File: src/rtl/rotational_cordic.sv
// rotational_cordic
//   Iterative rotation-mode CORDIC, one micro-rotation per clock.
//   Rotates (Xo, Yo) by Zo radians and returns the gain-compensated
//   result plus the residual angle. All words are signed Q6.12.
//
// Ports
//   CLK     rising-edge clock
//   RST     asynchronous active-low reset
//   ENABLE  start pulse, sampled in IDLE only
//   Xo/Yo   input vector
//   Zo      rotation angle (|Zo| <= pi/2)
//   XN/YN   rotated, gain-compensated vector (held until next completion)
//   ZN      residual angle after the last micro-rotation
//   Done    one-cycle pulse when XN/YN/ZN are updated
module rotational_cordic #(
    parameter int WORD_LENGTH = 18,
    parameter int ITERATIONS  = 12,
    parameter int FRAC_BITS   = 12
) (
    input  logic                   CLK,
    input  logic                   RST,
    input  logic                   ENABLE,
    input  logic [WORD_LENGTH-1:0] Xo,
    input  logic [WORD_LENGTH-1:0] Yo,
    input  logic [WORD_LENGTH-1:0] Zo,
    output logic [WORD_LENGTH-1:0] XN,
    output logic [WORD_LENGTH-1:0] YN,
    output logic [WORD_LENGTH-1:0] ZN,
    output logic                   Done
);

    localparam int IW = $clog2(ITERATIONS);
    localparam int PW = WORD_LENGTH + FRAC_BITS;
    localparam logic [IW-1:0] LAST_IT = IW'(ITERATIONS - 1);
    // 1/1.646760 in Q6.12, cancels the accumulated micro-rotation gain
    localparam logic signed [WORD_LENGTH-1:0] K = WORD_LENGTH'(2487);

    typedef enum logic [1:0] {S_IDLE, S_ROTATE, S_SCALE} state_t;

    // atan(2^-i) in Q6.12, rounded to nearest
    function automatic logic signed [WORD_LENGTH-1:0] atan_lut(input logic [IW-1:0] idx);
        case (idx)
            IW'(0):  atan_lut = WORD_LENGTH'(3217);
            IW'(1):  atan_lut = WORD_LENGTH'(1899);
            IW'(2):  atan_lut = WORD_LENGTH'(1003);
            IW'(3):  atan_lut = WORD_LENGTH'(509);
            IW'(4):  atan_lut = WORD_LENGTH'(256);
            IW'(5):  atan_lut = WORD_LENGTH'(128);
            IW'(6):  atan_lut = WORD_LENGTH'(64);
            IW'(7):  atan_lut = WORD_LENGTH'(32);
            IW'(8):  atan_lut = WORD_LENGTH'(16);
            IW'(9):  atan_lut = WORD_LENGTH'(8);
            IW'(10): atan_lut = WORD_LENGTH'(4);
            IW'(11): atan_lut = WORD_LENGTH'(2);
            default: atan_lut = '0;
        endcase
    endfunction

    state_t                        r_state;
    logic signed [WORD_LENGTH-1:0] r_x, r_y, r_z;
    logic [IW-1:0]                 r_i;

    logic signed [WORD_LENGTH-1:0] w_xsh, w_ysh, w_atan;
    logic signed [PW-1:0]          w_px, w_py;

    assign w_xsh  = r_x >>> r_i;
    assign w_ysh  = r_y >>> r_i;
    assign w_atan = atan_lut(r_i);

    // Only the low PW bits of the full product are ever kept, so a PW-wide
    // multiply is bit-identical to the full-width one for the bits we use.
    assign w_px = PW'(r_x) * PW'(K);
    assign w_py = PW'(r_y) * PW'(K);

    always_ff @(posedge CLK or negedge RST) begin
        if (!RST) begin
            r_state <= S_IDLE;
            r_x     <= '0;
            r_y     <= '0;
            r_z     <= '0;
            r_i     <= '0;
            XN      <= '0;
            YN      <= '0;
            ZN      <= '0;
            Done    <= 1'b0;
        end else begin
            Done <= 1'b0;
            case (r_state)
                S_IDLE: begin
                    if (ENABLE) begin
                        r_x     <= Xo;
                        r_y     <= Yo;
                        r_z     <= Zo;
                        r_i     <= '0;
                        r_state <= S_ROTATE;
                    end
                end
                S_ROTATE: begin
                    // z sign picks the rotation direction that drives z to 0
                    if (!r_z[WORD_LENGTH-1]) begin
                        r_x <= r_x - w_ysh;
                        r_y <= r_y + w_xsh;
                        r_z <= r_z - w_atan;
                    end else begin
                        r_x <= r_x + w_ysh;
                        r_y <= r_y - w_xsh;
                        r_z <= r_z + w_atan;
                    end
                    if (r_i == LAST_IT) begin
                        r_state <= S_SCALE;
                    end else begin
                        r_i <= r_i + IW'(1);
                    end
                end
                S_SCALE: begin
                    XN      <= w_px[PW-1:FRAC_BITS];
                    YN      <= w_py[PW-1:FRAC_BITS];
                    ZN      <= r_z;
                    Done    <= 1'b1;
                    r_state <= S_IDLE;
                end
                default: r_state <= S_IDLE;
            endcase
        end
    end

endmodule

File: config.mk
export PLATFORM = sky130hd
export DESIGN_NAME = rotational_cordic
export DESIGN_NICKNAME = d
export VERILOG_FILES = /design/src/rtl/rotational_cordic.sv
export SDC_FILE = /design/constraint.sdc
export NUM_CORES = 1
export LEC_CHECK = 0
export ABC_AREA = 1
export BUFFER_PORTS_ARGS = -buffer_cell sky130_fd_sc_hd__buf_2
export CAP_MARGIN = 30
export CORE_MARGIN = 2
export CORE_UTILIZATION = 50
export CTS_BUF_LIST = sky130_fd_sc_hd__clkbuf_2
export DETAILED_ROUTE_END_ITERATION = 6
export PLACE_DENSITY = 0.69
export SLEW_MARGIN = 15
export SYNTH_ARGS = -nofsm -noshare
export SYNTH_HDL_FRONTEND = slang
export SYNTH_SLANG_ARGS = --single-unit
File: constraint.sdc
create_clock -name CLK -period 7.1 [get_ports CLK]
set_input_delay 2.13 -clock CLK [delete_from_list [all_inputs] [get_ports CLK]]
set_output_delay 2.13 -clock CLK [all_outputs]
set_load 0.01 [all_outputs]
==> flow_summary.json <==
{
  "clock_skew_after_layout_ns": 0.0408,
  "clock_insertion_delay_at_the_later_pin_of_the_skew_report_ns": 0.87,
  "yosys_register_bits": 115,
  "tns_ns": 0,
  "yosys.area.top_type": "fa_1",
  "track_usage_pct": 27.6,
  "post_cts_resize_count": 0,
  "grt_setup_unrepaired": "false",
  "stdcell_count": 3149,
  "finalNetCount": 3107,
  "drt_drc_violations_left": 0,
  "setup_violations": 0,
  "utilization_pct": 54.1,
  "yosysUniqueCellTypes": 59,
  "cts_tree": "built",
  "die-height_um": 200,
  "endpoint_kind_of_the_worst_setup_timing_path": "flop",
  "drt_pre_antenna_iters": 6,
  "finalHoldViolations": 0,
  "ant_nets": 0,
  "ctsHtreeMaxLevel": 4,
  "hold_path_depth": 2,
  "placed_cells_incl_taps": 3116,
  "worstPathCellList": "ha_1, inv_1, fa_1, inv_1, fa_1, fa_1, inv_1, fa_1, inv_1, ha_1, nand2_1, nor2_1, nand2_1, o21ai_0, a21oi_1, o21ai_0, xor2_1, nand2_1, nand2_1",
  "detail_route.wl_per_cell_um": 16.8,
  "critPathArrivalTime_ns": 6.15,
  "post_layout_minimum_cycle_time_ns": 5.33,
  "tritoncts.num_buffers": 17,
  "nFillCells": 3694,
  "die_area_um2": 39800,
  "port_buffers": 111,
  "place_worst_setup_slack_ns": 1.79,
  "synthesis.instances": 2544,
  "clk_path_buf_depth": 2,
  "path_delay_family": "adder cells",
  "place_congestion": 0.962,
  "worst-slew-pin-transition_ns": 0.893,
  "hpwl_mm": 42.9,
  "post_synth_instance_area_um2": 19100,
  "grt_overflow_total": 0,
  "max-slew-margin-rel_pct": 40.5,
  "num_vias": 17100,
  "worst-path-buf-inv": 4,
  "io-pin-count": 112,
  "detail_route.wirelength_mm": 52.8,
  "syn_avg_cell_area_um2": 7.51,
  "start_kind": "flop",
  "grt_pass1_vias": 16700,
  "final-max-slew-violation-count": 0,
  "status": "finished clean",
  "worstSetupPathDepth": 19,
  "timing_worst_setup_path_type": "reg -> reg",
  "mappedNetlistNets": 3027,
  "start_util_pct": 50.7,
  "grt_max_degree": 71,
  "clock-root-buffer": "clkbuf_2",
  "hold_buf_cts": 0,
  "timing.critical_path.required_ns": 7.91,
  "coreArea_um2": 37700,
  "syn_to_final_growth_pct": 6.68,
  "grt_pass1_wl_mm": 86.1,
  "hp-class": "reg -> reg",
  "worst_path_largest_cell_delay_ns": 0.56,
  "cts_setup_buffers": 0,
  "maximum_fanout_along_the_worst_path": 7,
  "fp-row-count": 71,
  "worst-r2r-cell-count": 19,
  "synth_seq_area_share_pct": 15.1,
  "drv.max_cap_violation_count": 0,
  "final.period_utilization_pct": 75.1,
  "detail_route.vias_per_cell": 5.44,
  "synth.area.top_cells": "fa_1 (19%), ha_1 (16%), dfrtp_1 (15%)",
  "crit_path_top_delay_cell": "dfrtp_1",
  "antenna_violations_before_repair": 1,
  "ratio_of_cells_with_drive_above_1_in_the_final_layout_pct": 9.14,
  "fp.dieW_um": 200,
  "warnings_from_yosys": 0,
  "fmaxAchievable_mhz": 188,
  "cts_num_sinks": 115,
  "cts.clk_slew.worst_paths_ns": 0.22,
  "drc_violation_total_after_the_first_tritonroute_iteration": 1585,
  "yosysTopAreaCellShare_pct": 18.7,
  "fin_ws_ns": 1.77
}
==> cells in the mapped netlist, drive strengths merged <==
cell type and n:
a21o 24, o21ai 128, xor2 72, nand4 16, nand2b 1, nand2 513
inv 491, nor2 155, o21a 7, o22ai 22, ha 247, a21boi 4
dfrtp 115, buf 30, nor3 29, a41oi 1, o311ai 5, a22oi 3
a31oi 15, nor3b 3, and3 1, o31ai 9, a221oi 2, and2 2
a311oi 1, nand3b 2, fa 179, xnor2 33, or2 17, o221a 2
a21oi 147, clkbuf 34, a211oi 2, nor4 1, clkinv 4, nand3 200
o221ai 5, o211ai 15, o21bai 7
==> per-layer routing <==
metal,vias up,routed length (um),share of wire (%),GRT usage (%)
met5,-,0,0,0
met3,62,2900,5.5,4.12
met1,8255,24500,46,38.4
met2,515,24400,46,44.6
met4,0,1020,1.9,7.46
li1,8312,-,-,-
==> tightest hold or removal path: stages, from the launching register on <==
cell and delay, ns:
dfrtp_1 0.38, nand2_1 0.05, nand2_1 0.05
==> cells by family after synthesis <==
| kind of cell | synth area share, % |
|---|---|
| buf+inv | 11.5 |
| simple gates | 21.6 |
| flops | 15.1 |
| compound gates | 12.2 |
| xor+xnor | 4.81 |
| fa+ha+maj | 34.9 |
==> stage by stage <==
stage	cell area, um2	hold WS [ns]
2_1_floorplan	19100	0.477
4_1_cts	20400	0.505
3_3_place_gp	20100	0.456
6_report	20400	0.498
5_1_grt	20400	0.523
3_5_place_dp	20100	0.461
==> final timing paths <==
check                      slack, ns    start  endpoint
setup / recovery                1.77  r_y[14]    YN[10]
hold / removal                  0.50   YN[10]    YN[10]
setup reg to reg                1.77  r_y[14]    YN[10]
hold reg to reg                 0.50   YN[10]    YN[10]
max in group asynchronous       4.59      RST   r_y[15]
min in group asynchronous       1.26      RST      Done
==> flip-flops by register name (all words and copies together), names as in the netlist <==
name and count:
r_i 4, r_y 18, YN 18, r_z 18
Done 1, r_x 18, XN 18, ZN 18
r_state 2
==> cells in the final DEF (no fill, tap or decap), types with 19 or more instances in the layout <==
| cell type | instances |
|---|---|
| buf_2 | 110 |
| a21oi_1 | 142 |
| ha_1 | 247 |
| nor3_1 | 25 |
| xnor2_1 | 33 |
| inv_1 | 482 |
| nand3_1 | 186 |
| dfrtp_1 | 115 |
| nand2_1 | 497 |
| xor2_1 | 72 |
| o22ai_1 | 22 |
| o21ai_0 | 117 |
| a21o_1 | 24 |
| fa_1 | 179 |
| clkbuf_2 | 19 |
| nor2_1 | 142 |
==> final cells by class <==
class | instances | area, um2 | area share [%]
well taps | 511 | 639 | 3.14
multi-input cells | 1870 | 14100 | 69.0
flip-flops and latches | 115 | 2880 | 14.1
diodes | 1 | 2.50 | 0.0123
clock buffers | 19 | 95.1 | 0.466
repair buffers | 125 | 687 | 3.37
clock inverters | 13 | 160 | 0.785
inverters | 495 | 1870 | 9.15
Power is left out: the tool's default activity adds up to more than one toggle a clock period on the data nets, which glitch-free logic cannot reach.
